File: src/rtl/decode_pkg.sv
// Shared types, field positions and control decode for decode_issue_stage.
package decode_pkg;

   typedef struct packed {
      logic cond_update;
      logic mem_rd;
      logic mem_wr;
      logic reg_wr;
   } ctrl_t;

   localparam int unsigned WSEL_LSB = 8;
   localparam int unsigned ASEL_LSB = 5;
   localparam int unsigned BSEL_LSB = 2;
   localparam int unsigned IMM5_W   = 5;
   localparam int unsigned IMM8_W   = 8;
   localparam int unsigned IMM11_W  = 11;

   // a..e are opcode bits 4..0
   function automatic ctrl_t decode_ctrl(input logic [4:0] op);
      logic  a, b, c, d, e;
      ctrl_t r;
      {a, b, c, d, e} = op;
      r.cond_update = (!b & !d & e) | (!b & !c & !e) | (!a & !c & !d & e) |
                      (!a & b & c & !d & !e);
      r.mem_rd      = !a & c & d & e;
      r.mem_wr      = (!a & !c & d & e) | (a & b & c & d & e);
      r.reg_wr      = (!a & !c & !d) | (!a & b & c) | (!a & d & !e) | (!b & c & d) |
                      (a & !b & !c) | (a & !b & !d & !e);
      return r;
   endfunction

endpackage

File: src/rtl/reg_scoreboard.sv
// Pending-write scoreboard: one bit per register, issue sets, writeback clears, set wins.
module reg_scoreboard #(
   parameter int unsigned RBITS = 3,
   parameter int unsigned NREGS = 2**RBITS
) (
   input  logic             clk,
   input  logic             rst,
   input  logic             i_set,
   input  logic [RBITS-1:0] i_set_sel,
   input  logic             i_clr,
   input  logic [RBITS-1:0] i_clr_sel,
   output logic [NREGS-1:0] o_pend
);

   logic [NREGS-1:0] r_sb;
   logic [NREGS-1:0] w_set_mask;
   logic [NREGS-1:0] w_clr_mask;

   always_comb begin
      w_set_mask = '0;
      w_clr_mask = '0;
      if (i_set) w_set_mask[i_set_sel] = 1'b1;
      if (i_clr) w_clr_mask[i_clr_sel] = 1'b1;
   end

   // Same-cycle writeback already releases the register for hazard checks
   assign o_pend = r_sb & ~w_clr_mask;

   always_ff @(posedge clk or posedge rst) begin
      if (rst) r_sb <= '0;
      else     r_sb <= (r_sb & ~w_clr_mask) | w_set_mask;
   end

endmodule

File: src/rtl/decode_issue_stage.sv
// Registered decode/issue stage with RAW/WAW hold and flush.
// Optional DECODE_ISSUE_STATS_EN adds stall_cnt / issue_cnt outputs.
module decode_issue_stage
   import decode_pkg::*;
#(
   parameter int unsigned BITS    = 16,
   parameter int unsigned RBITS   = 3,
   parameter int unsigned OP_BITS = 5
) (
   input  logic                clk,
   input  logic                rst,
   input  logic                in_valid,
   output logic                in_ready,
   input  logic [BITS-1:0]     in_instr,
   output logic                out_valid,
   input  logic                out_ready,
   output logic [OP_BITS-1:0]  out_op,
   output logic [RBITS-1:0]    out_wsel,
   output logic [RBITS-1:0]    out_asel,
   output logic [RBITS-1:0]    out_bsel,
   output logic [IMM5_W-1:0]   out_imm5,
   output logic [IMM8_W-1:0]   out_imm8,
   output logic [IMM11_W-1:0]  out_imm11,
   output logic                out_cond_update,
   output logic                out_mem_rd,
   output logic                out_mem_wr,
   output logic                out_reg_wr,
   input  logic                wb_valid,
   input  logic [RBITS-1:0]    wb_sel,
   input  logic                flush
`ifdef DECODE_ISSUE_STATS_EN
   ,
   output logic [15:0]         stall_cnt,
   output logic [15:0]         issue_cnt
`endif
);

   localparam int unsigned NREGS = 2**RBITS;

   logic                r_held;
   logic [OP_BITS-1:0]  r_op;
   logic [RBITS-1:0]    r_wsel, r_asel, r_bsel;
   logic [IMM5_W-1:0]   r_imm5;
   logic [IMM8_W-1:0]   r_imm8;
   logic [IMM11_W-1:0]  r_imm11;
   ctrl_t               r_ctrl;

   logic [OP_BITS-1:0]  w_op;
   ctrl_t               w_ctrl;
   logic [NREGS-1:0]    w_pend;
   logic                w_hazard;
   logic                w_out_valid;
   logic                w_issue;
   logic                w_in_ready;
   logic                w_capture;

   assign w_op   = in_instr[BITS-1 -: OP_BITS];
   assign w_ctrl = decode_ctrl(w_op);

   // Source selects are checked regardless of opcode
   assign w_hazard    = r_held & (w_pend[r_asel] | w_pend[r_bsel] |
                                  (r_ctrl.reg_wr & w_pend[r_wsel]));
   assign w_out_valid = r_held & !w_hazard & !flush;
   assign w_issue     = w_out_valid & out_ready;
   assign w_in_ready  = !flush & (!r_held | w_issue);
   assign w_capture   = in_valid & w_in_ready;

   reg_scoreboard #(
      .RBITS (RBITS),
      .NREGS (NREGS)
   ) u_scoreboard (
      .clk       (clk),
      .rst       (rst),
      .i_set     (w_issue & r_ctrl.reg_wr),
      .i_set_sel (r_wsel),
      .i_clr     (wb_valid),
      .i_clr_sel (wb_sel),
      .o_pend    (w_pend)
   );

   always_ff @(posedge clk or posedge rst) begin
      if (rst) begin
         r_held  <= 1'b0;
         r_op    <= '0;
         r_wsel  <= '0;
         r_asel  <= '0;
         r_bsel  <= '0;
         r_imm5  <= '0;
         r_imm8  <= '0;
         r_imm11 <= '0;
         r_ctrl  <= '0;
      end else begin
         if (flush)          r_held <= 1'b0;
         else if (w_capture) r_held <= 1'b1;
         else if (w_issue)   r_held <= 1'b0;
         if (w_capture) begin
            r_op    <= w_op;
            r_wsel  <= in_instr[WSEL_LSB +: RBITS];
            r_asel  <= in_instr[ASEL_LSB +: RBITS];
            r_bsel  <= in_instr[BSEL_LSB +: RBITS];
            r_imm5  <= in_instr[IMM5_W-1:0];
            r_imm8  <= in_instr[IMM8_W-1:0];
            r_imm11 <= in_instr[IMM11_W-1:0];
            r_ctrl  <= w_ctrl;
         end
      end
   end

   assign in_ready        = w_in_ready;
   assign out_valid       = w_out_valid;
   assign out_op          = r_op;
   assign out_wsel        = r_wsel;
   assign out_asel        = r_asel;
   assign out_bsel        = r_bsel;
   assign out_imm5        = r_imm5;
   assign out_imm8        = r_imm8;
   assign out_imm11       = r_imm11;
   assign out_cond_update = r_ctrl.cond_update;
   assign out_mem_rd      = r_ctrl.mem_rd;
   assign out_mem_wr      = r_ctrl.mem_wr;
   assign out_reg_wr      = r_ctrl.reg_wr;

`ifdef DECODE_ISSUE_STATS_EN
   logic [15:0] r_stall_cnt;
   logic [15:0] r_issue_cnt;

   always_ff @(posedge clk or posedge rst) begin
      if (rst) begin
         r_stall_cnt <= '0;
         r_issue_cnt <= '0;
      end else begin
         if (w_hazard && r_stall_cnt != 16'hFFFF) r_stall_cnt <= r_stall_cnt + 16'd1;
         if (w_issue) r_issue_cnt <= r_issue_cnt + 16'd1;
      end
   end

   assign stall_cnt = r_stall_cnt;
   assign issue_cnt = r_issue_cnt;
`endif

endmodule

File: config.mk
export PLATFORM = sky130hd
export DESIGN_NAME = decode_issue_stage
export DESIGN_NICKNAME = d
export VERILOG_FILES = /design/src/rtl/decode_pkg.sv /design/src/rtl/reg_scoreboard.sv /design/src/rtl/decode_issue_stage.sv
export SDC_FILE = /design/constraint.sdc
export NUM_CORES = 1
export LEC_CHECK = 0
export CAP_MARGIN = 20
export CORE_ASPECT_RATIO = 1.4
export CORE_MARGIN = 2
export CORE_UTILIZATION = 44
export CTS_CLUSTER_DIAMETER = 80
export DETAILED_ROUTE_END_ITERATION = 10
export PLACE_DENSITY = 0.82
export SYNTH_ARGS = -nofsm -noshare
export SYNTH_HDL_FRONTEND = slang
export SYNTH_SLANG_ARGS = --single-unit
File: constraint.sdc
create_clock -name clk -period 5.6 [get_ports clk]
set_input_delay 1.68 -clock clk [delete_from_list [all_inputs] [get_ports clk]]
set_output_delay 1.68 -clock clk [all_outputs]
set_load 0.01 [all_outputs]
======== Word level (Yosys, flattened, before mapping) ========
Cells that the tools add are included.
operators by class
  reduce and logical (&&, ||, !) cells .... 11
  multiply operators ...................... 0
  muxes and demuxes ....................... 15
  bitwise logic cells ..................... 51
  order comparisons ....................... 6
  shift operators ......................... 0
  divide/modulo/power cells ............... 0
  $add $sub $neg .......................... 0
  equal/unequal tests ..................... 0
operators by type and width
  cell                count
  $and 1x1->1         36
  $lt 3x4->1 const B  4
  $mux 8              2
  $or 1x1->1          12
  $bmux 1 s3          3
  $and 8x8->8         1
  $logic_not 1->1     8
  $mux 1              8
  $not 8->8           1
  $or 8x8->8          1
  $demux 1 s3         2
  $ge 3x1->1 const B  2
  $reduce_bool 3->1   1
  $logic_and 1x1->1   2
word-level totals
  output and inout bits ................... 44
  memory bits (writable) .................. 0
  flip-flop bits (word level) ............. 51
  word-level logic and storage cells ...... 96
  bits in latches ......................... 0
  memories ................................ 0
  bits of input ports ..................... 25
  bits in read-only memories .............. 0

======== Logic depth before layout (Yosys ltp) ========
Gate-level depths: netlist (run 1).
  depth in word-level cells ............... 21
  mapped depth ............................ 9
  depth with buffers taken out ............ 7

======== Modules after synthesis ========
From an unflattened synthesis (run 1), not the netlist that was laid out.
second synthesis, totals
  cell total of the unflattened synthesis .. 155
  area, all modules ....................... 1838.0 sq um
by module, submodules not included
  module              times used  cells each  seq. area each (sq um)  area each (sq um)
  decode_issue_stage  1           113         525.5                   1402.6
  reg_scoreboard      1           42          200.2                   435.4

======== Least setup slack after synthesis (run 1) ========
No wires, ideal clock.
  path kind ............................... input port to output port
  start point ............................. in wb_sel[2]
  end point ............................... out in_ready
  setup slack ............................. 0.462 ns
  path buffers ............................ 1
  stages on the path ...................... 7
  data arrival time ....................... 3.458 ns
  cells stage by stage .................... o41ai_2 > mux2i_1 > a2111o_1 > or3_1 > clkbuf_1 > o21ai_1 > nor2b_1
on the way
  longest elaborated chain between the ends .. 18
  elaborated cells between the ends (all ways) .. 24
ends and longest elaborated chain
  what                                                                   RTL line                                            text
  start, declared                                                        decode_issue_stage.sv:29                            input logic [RBITS-1:0] wb_sel,
  $lt 3x4->1 (not written as such) / $ge 3x1->1 (equally long branches)  reg_scoreboard.sv:23                                if (i_clr) w_clr_mask[i_clr_sel] = 1'b1;
  $logic_and 1x1->1 (not written as such)                                reg_scoreboard.sv:23
  $mux 1 (not written as such)                                           reg_scoreboard.sv:23
  $demux 1 s3 *                                                          -
  $mux 8 *                                                               reg_scoreboard.sv:23
  $not 8->8 *                                                            reg_scoreboard.sv:27                                assign o_pend = r_sb & ~w_clr_mask;
  $and 8x8->8 *                                                          reg_scoreboard.sv:27
  $bmux 1 s3, on equally long branches                                   decode_issue_stage.sv:61, decode_issue_stage.sv:62
  $mux 1, on equally long branches                                       decode_issue_stage.sv:61, decode_issue_stage.sv:62
  $or 1x1->1 / $and 1x1->1 (equally long branches)                       decode_issue_stage.sv:61, decode_issue_stage.sv:62
  $or 1x1->1 *                                                           decode_issue_stage.sv:61                            assign w_hazard = r_held & (w_pend[r_asel] | w_pend[r_bsel] |
  $and 1x1->1 *                                                          decode_issue_stage.sv:61
  $logic_not 1->1 *                                                      decode_issue_stage.sv:63                            assign w_out_valid = r_held & !w_hazard & !flush;
  $and 1x1->1 * (2 in series)                                            decode_issue_stage.sv:63
  $and 1x1->1 *                                                          decode_issue_stage.sv:64                            assign w_issue = w_out_valid & out_ready;
  $or 1x1->1 *                                                           decode_issue_stage.sv:65                            assign w_in_ready = !flush & (!r_held | w_issue);
  $and 1x1->1 *                                                          decode_issue_stage.sv:65
  end, declared                                                          decode_issue_stage.sv:13                            output logic in_ready,
Mark *: on every way between the ends. The rest lies on a longest branch, timed or not. The select of a mux whose other input is x is not followed.

======== Worst setup path after layout (run 1) ========
  start point ............................. in wb_valid
  end point ............................... out in_ready
on the way
  longest elaborated chain between the ends .. 14
  elaborated cells between the ends (all ways) .. 19
ends and longest elaborated chain
  what                                              RTL line                                            text
  start, declared                                   decode_issue_stage.sv:28                            input logic wb_valid,
  $mux 8 *                                          reg_scoreboard.sv:23
  $not 8->8 *                                       reg_scoreboard.sv:27
  $and 8x8->8 *                                     reg_scoreboard.sv:27
  $bmux 1 s3, on equally long branches              decode_issue_stage.sv:61, decode_issue_stage.sv:62
  $mux 1, on equally long branches                  decode_issue_stage.sv:61, decode_issue_stage.sv:62
  $or 1x1->1 / $and 1x1->1 (equally long branches)  decode_issue_stage.sv:61, decode_issue_stage.sv:62
  $or 1x1->1 *                                      decode_issue_stage.sv:61
  $and 1x1->1 *                                     decode_issue_stage.sv:61
  $logic_not 1->1 *                                 decode_issue_stage.sv:63
  $and 1x1->1 * (2 in series)                       decode_issue_stage.sv:63
  $and 1x1->1 *                                     decode_issue_stage.sv:64
  $or 1x1->1 *                                      decode_issue_stage.sv:65
  $and 1x1->1 *                                     decode_issue_stage.sv:65
Marks and branches as above.

==> results of run 1 <==
## power groups by stage
stage	Sequential, mW	Combinational (mW)	Clock [mW]
after floorplan	0.293	0.177	0
after global placement	0.294	0.312	0
after detailed placement	0.295	0.317	0
after CTS	0.293	0.329	0.264
after global routing	0.300	0.357	0.276
final	0.294	0.334	0.264
## area by class of cell
cell class / instances / share of cell area
Multi-Input combinational cell: 93 / 0.335
Timing Repair Buffer: 91 / 0.317
Sequential cell: 29 / 0.263
Clock buffer: 5 / 0.0250
Clock inverter: 3 / 0.0236
Tap cell: 43 / 0.0195
Inverter: 12 / 0.0163
## registers in the layout, indices dropped and copies added, names as in the netlist
| signal | flops |
|---|---|
| u_scoreboard.r_sb | 8 |
| out_op | 5 |
| r_held | 1 |
| out_reg_wr | 1 |
| out_mem_wr | 1 |
| out_imm11 | 11 |
| out_mem_rd | 1 |
| out_cond_update | 1 |
## worst min path at each step
stage | cells past startpoint | end | start
floorplan | 2 | u_scoreboard.r_sb[2] | u_scoreboard.r_sb[2]
global placement | 1 | out_op[3] | out_op[3]
detailed placement | 1 | out_op[4] | out_op[4]
CTS | 1 | out_cond_update | out_cond_update
global route | 1 | out_cond_update | out_cond_update
finish | 1 | out_cond_update | out_cond_update
## synthesized netlist by cell type, drive strengths merged
cell      n  share of area
buf      25           0.11
nand3     6          0.017
o22ai     1         0.0034
dfrtp    29           0.40
clkbuf    2         0.0041
o32ai     1         0.0048
inv      12          0.025
nand2    10          0.021
a41o      1         0.0055
o31ai     9          0.040
a2111o    1         0.0062
nor2      3         0.0062
nand4b    3          0.014
or3       3          0.010
a21oi     3         0.0083
a221o     2          0.011
mux2     22           0.18
o41ai     2          0.014
mux2i     2          0.011
a32oi     1         0.0048
a311oi    1         0.0048
o21ai     3         0.0083
nand4bb   2          0.012
a221oi    1         0.0048
or4       1         0.0041
o211ai    1         0.0041
a211oi    3          0.015
nor2b     6          0.021
a31oi     1         0.0034
mux4      2          0.027
nand2b    2         0.0069
## what timing repair did
action,4_1_cts,5_1_grt
setup buffers,6,0
hold buffers,0,0
resized for setup,18,4
setup endpoints to repair,2,1
pin swaps,6,1
## cells by family (layout without fill, tap and decap cells)
kind of cell / Yosys count / count (layout)
buffers and inverters: 39 / 111
AND/OR/NAND/NOR: 36 / 36
AO/OA/AOI/OAI: 31 / 31
flip-flops: 29 / 29
multiplexers: 26 / 26
## cell usage in the layout, fill, tap and decap left out, types with 2 or more instances in the layout
| cell | synthesis | layout |
|---|---|---|
| a211oi_1 | 2 | 2 |
| a21oi_1 | 3 | 3 |
| a221o_1 | 2 | 2 |
| buf_4 | 22 | 19 |
| buf_6 | 2 | 3 |
| bufinv_16 | 0 | 2 |
| clkbuf_8 | 0 | 5 |
| clkdlybuf4s50_1 | 0 | 62 |
| dfrtp_1 | 29 | 29 |
| dlygate4sd2_1 | 0 | 4 |
| inv_1 | 12 | 12 |
| mux2_2 | 2 | 2 |
| mux2_4 | 20 | 20 |
| mux2i_1 | 2 | 2 |
| nand2_1 | 10 | 10 |
| nand2b_1 | 2 | 2 |
| nand3_1 | 6 | 6 |
| nand4b_1 | 3 | 3 |
| nand4bb_4 | 0 | 2 |
| nor2_1 | 3 | 3 |
| nor2b_1 | 6 | 5 |
| o31ai_1 | 8 | 8 |
| or3_1 | 3 | 2 |
## through the flow
step                      hold WS [ns]  setup TNS, ns  utilization
after global placement           0.499         -0.802        0.627
after CTS                        0.520              0        0.686
after detailed placement         0.497         -0.880        0.627
after floorplan                  0.474              0            -
final                            0.514              0        0.698
after global routing             0.528              0        0.698
## per-layer routing
layer,share of wire,up-vias
met4,0.032,0
met5,0,-
met1,0.36,773
met3,0.060,15
met2,0.55,73
li1,-,708
==> results.py, run 1 <==
metrics = {
    "power": {
        "power_switching_mw": 0.263,
        "power_frac_clock": 0.296,
        "p_comb_frac": 0.375,
        "leakagePower_nw": 1.18,
        "p_seq_frac": 0.329,
        "design_power_total_mw": 0.893,
        "p_int_mw": 0.630,
        "power.density_nw_per_um2": 324,
        "p_sw_frac": 0.294,
        "vdd_drop_max_uv": 259,
    },
    "worst_setup_path": {
        "critical_path.cell_chain": "dlygate4sd2_1 > inv_1 > o41ai_2 > buf_4 > buf_4 > mux4_1 > mux2i_1 > or3_4 > o21ai_4 > nor2b_2 > buf_2",
        "required_ns": 3.92,
        "worst_setup_path_start_kind": "primary input",
        "crit_buf_inv": 5,
        "cp_slowest_stage_delay_ns": 0.43,
        "r2r_slack_ns": 2.83,
        "crit_family": "buffers and inverters",
        "path_depth": 11,
        "critical_path.endpoint": "in_ready",
        "crit_fanout": 3,
        "critical_path.slowest_cell": "or3_4",
        "path_class": "in2out",
        "cp-startpoint": "wb_valid",
        "crit_arrival_ns": 3.79,
        "rr_startpoint": "out_imm11[7]",
        "crit_path_end_kind": "primary output",
        "crit_top_cell": "buf_4",
        "reg2reg_to": "out_mem_rd",
        "reg2reg_depth": 8,
    },
    "detailed_routing": {
        "finalWirelength_um": 4650,
        "drc": 0,
        "dr.pass1.iters": 4,
        "vias": 1569,
        "dr.first_iter.drc_count": 39,
        "ant_nets": 0,
        "wl_per_cell_um": 16.8,
        "via_per_inst": 5.68,
    },
    "clock_network": {
        "clk_pin_slew_ns": 0.06,
        "cts_buffer_depth": 2,
        "worstSkewPairLatency_ns": 0.29,
        "cts_root_buffer": "clkbuf_8",
        "numCtsBuffers": 5,
        "clkSinkCount": 29,
        "cts_tree": "done",
        "cts_max_level": 2,
    },
    "floorplanning": {
        "fp.dieW_um": 58.3,
        "coreArea_um2": 3950,
        "io_pins": 69,
        "fp.dieArea_um2": 4670,
        "rows": 27,
        "die_h_um": 80.0,
        "start_util": 0.460,
    },
    "cells_and_area": {
        "area_growth_pct": 51.8,
        "n_antenna_cell": 0,
        "instances_no_fill": 276,
        "layout.nets": 257,
        "final_area_um2": 2760,
        "fill_cells": 272,
        "regArea_um2": 726,
        "multi_input_area_um2": 925,
        "drive_above_1_share": 0.279,
    },
    "global_routing": {
        "gr-usage-met2": 0.367,
        "antenna_found_initial": 0,
        "busiest_layer": "met2",
        "grt_use_met1": 0.223,
        "grt_pass1_vias": 1497,
        "overflow": 0,
        "grt_pass1_wl_um": 7160,
        "grt_usage": 0.206,
        "grt_max_degree": 30,
        "met3_usage": 0.0519,
    },
    "timing": {
        "fin_crit_sh": 0.977,
        "tightestPinTransition_ns": 0.576,
        "final.setup_skew_ns": 0.0118,
        "grt_setup_unrepaired": "false",
        "drv_slew": 0,
        "finalHoldViolations": 0,
        "finalSetupViolCount": 0,
        "max_freq_mhz": 183,
        "period_minus_slack_ns": 5.47,
        "fin_ws_ns": 0.129,
        "max_slew_margin": 0.615,
    },
    "logic_synthesis": {
        "yosys.area_share.simple": 0.112,
        "syn_avg_cell_area_um2": 11.3,
        "syn_inst": 161,
        "netlist_area_um2": 1820,
        "synth_compound_area_frac": 0.138,
        "synth_top_family_by_area": "multiplexers",
        "muxShareOfSynthArea": 0.216,
        "synth_cell_types": 39,
        "synthAdderAreaFrac": 0,
        "synth_seq_area_share": 0.399,
        "ys_ff_latch": 29,
        "synthXorXnorAreaFrac": 0,
        "ys_warn_count": 0,
        "synthesis.nets": 186,
    },
    "flow_run": {
        "maxCapViolations": 0,
    },
    "min_path": {
        "hold_class": "reg2reg",
    },
    "status": {
        "status": "finished clean",
    },
    "placement": {
        "dp_slack_ns": -0.506,
        "place_congestion": 0.861,
        "port_buffers": 68,
        "dp_hpwl_um": 3230,
        "placedCellCount": 261,
        "place_area_um2": 2480,
    },
}
(Power assumes the default switching activity.)
==> inputs of run 2 (changes only) <==
ABC_AREA = 0   (was default)
CAP_MARGIN = default   (was 20)
CTS_CLUSTER_DIAMETER = default   (was 80)
==> run 2 against run 1 <==
Via count fell by 2.9%. Register-to-register slack better by 0.02 ns. Sequential share of layout area rose by 0.25 points. Worst hold slack better by 0.0060 ns. Total power fell by 0.84%. Combinational power decreased by 1%. Critical path depth stayed put. Utilization shrank 0.66 points. Setup slack better by 0.030 ns. Critical path type unchanged. Clock-buffer cell count unchanged. Global-route usage unchanged. Clock power is essentially flat.
==> results.py, run 2 (synthesis gave the netlist of run 1 again) <==
metrics = {
    "status": {
        "status": "finished clean",
    },
    "timing": {
        "fin_crit_sh": 0.972,
        "drv_slew": 0,
        "period_minus_slack_ns": 5.44,
        "tightestPinTransition_ns": 1.08,
        "final.setup_skew_ns": 0.0111,
        "finalSetupViolCount": 0,
        "setup-tns-final_ns": 0,
        "finalHoldViolations": 0,
        "grt_setup_unrepaired": "false",
        "max_freq_mhz": 184,
        "max_slew_margin": 0.282,
    },
    "clock_network": {
        "cts_tree": "done",
        "clkSinkCount": 29,
        "cts_root_buffer": "clkbuf_8",
        "worstSkewPairLatency_ns": 0.29,
        "clk_pin_slew_ns": 0.07,
        "cts_max_level": 2,
        "numCtsBuffers": 5,
        "hold_buffers": 0,
        "cts_buffer_depth": 2,
    },
    "power": {
        "design_power_total_mw": 0.885,
        "p_int_mw": 0.628,
        "power_switching_mw": 0.257,
        "p_seq_frac": 0.331,
        "leakagePower_nw": 1.17,
        "vdd_drop_max_uv": 249,
        "power_frac_clock": 0.296,
        "p_sw_frac": 0.291,
        "p_comb_frac": 0.373,
        "power.density_nw_per_um2": 324,
    },
    "cells_and_area": {
        "fill_cells": 278,
        "largest_reg_flops": 11,
        "n_antenna_cell": 0,
        "final_core_util": 0.691,
        "regArea_um2": 726,
        "drive_above_1_share": 0.276,
        "multi_input_area_um2": 925,
        "mostFrequentLayoutCell": "clkdlybuf4s50_1",
        "instances_no_fill": 275,
        "area_growth_pct": 50.3,
        "final_cell_mix": "clkdlybuf4s50_1, dfrtp_1, mux2_4",
        "layout.nets": 256,
    },
    "worst_setup_path": {
        "critical_path.cell_chain": "clkdlybuf4s15_1 > inv_1 > o41ai_2 > buf_4 > buf_4 > mux4_1 > mux2i_1 > or3_4 > o21ai_4 > nor2b_2 > buf_2",
        "cp-startpoint": "wb_valid",
        "crit_arrival_ns": 3.76,
        "critical_path.slowest_cell": "or3_4",
        "cp_slowest_stage_delay_ns": 0.43,
        "required_ns": 3.92,
        "critical_path.endpoint": "in_ready",
        "worst_setup_path_start_kind": "primary input",
        "reg2reg_depth": 8,
        "crit_fanout": 3,
        "crit_path_end_kind": "primary output",
        "reg2reg_to": "out_mem_rd",
        "rr_startpoint": "out_imm11[7]",
        "crit_top_cell": "buf_4",
        "path_class": "in2out",
        "r2r_slack_ns": 2.85,
    },
    "detailed_routing": {
        "ant_nets": 0,
        "drc": 0,
        "finalWirelength_um": 4440,
        "dr.pass1.iters": 5,
        "wl_per_cell_um": 16.2,
        "vias": 1524,
        "via_per_inst": 5.54,
        "dr.first_iter.drc_count": 40,
    },
    "floorplanning": {
        "fp.dieArea_um2": 4670,
        "io_pins": 69,
        "start_util": 0.460,
        "fp.dieW_um": 58.3,
        "die_h_um": 80.0,
        "coreArea_um2": 3950,
        "rows": 27,
    },
    "placement": {
        "port_buffers": 68,
        "dp_hpwl_um": 3230,
        "placedCellCount": 261,
        "place_congestion": 0.861,
    },
    "global_routing": {
        "grt_usage": 0.206,
        "grt_pass1_wl_um": 7160,
        "overflow": 0,
        "antenna_found_initial": 0,
        "grt_max_degree": 30,
        "grt_pass1_vias": 1497,
    },
    "flow_run": {
        "maxCapViolations": 0,
    },
    "min_path": {
        "hold_class": "reg2reg",
    },
}
==> run 2: worst min path at each step <==
stage,startpoint,endpoint,slack (ns),cells after the start
CTS,out_cond_update,out_cond_update,0.52,1
global placement,out_op[3],out_op[3],0.50,1
finish,out_op[3],out_op[3],0.52,1
global route,out_cond_update,out_cond_update,0.53,1
detailed placement,out_op[4],out_op[4],0.50,1
floorplan,u_scoreboard.r_sb[2],u_scoreboard.r_sb[2],0.47,2
==> run 2: cell type report <==
type                            instances  area share
Clock inverter                          3      0.0238
Clock buffer                            5      0.0252
Multi-Input combinational cell         93       0.339
Tap cell                               43      0.0197
Inverter                               12      0.0165
Sequential cell                        29       0.266
Timing Repair Buffer                   90       0.311
==> run 2: power by group through the flow <==
stage | sequential (mW) | clock, mW | combinational [mW]
4_1_cts | 0.293 | 0.264 | 0.329
6_report | 0.293 | 0.262 | 0.330
3_3_place_gp | 0.294 | 0 | 0.312
2_1_floorplan | 0.293 | 0 | 0.177
3_5_place_dp | 0.295 | 0 | 0.317
5_1_grt | 0.299 | 0.276 | 0.353
==> run 2: worst max-delay path, delay by kind of cell <==
kind	cells	cell delay, ns
AND/OR/NAND/NOR	2	0.59
AO/OA/AOI/OAI	2	0.48
buffers and inverters	5	0.70
multiplexers	2	0.31
==> run 2: through the flow <==
step                      area [um2]  setup slack, ns  hold WS [ns]
final                           2730            0.159         0.520
after global routing            2730           0.0252         0.528
after CTS                       2710            0.119         0.520
after detailed placement        2480           -0.506         0.497
after global placement          2480           -0.448         0.499
after floorplan                 1820            0.462         0.474
==> run 2: routing by layer <==
metal | global-route usage | routed length, um
met2 | 0.367 | 2450
met1 | 0.223 | 1620
met4 | 0.0930 | 112
met3 | 0.0519 | 262
met5 | 0 | 0
==> run 2: repair_timing <==
action / 4_1_cts / 5_1_grt
resized for setup: 18 / 5
buffers inserted: 6 / 0
pin swaps: 6 / 0
endpoints found under the hold margin: 0 / 0
setup endpoints to repair: 2 / 1
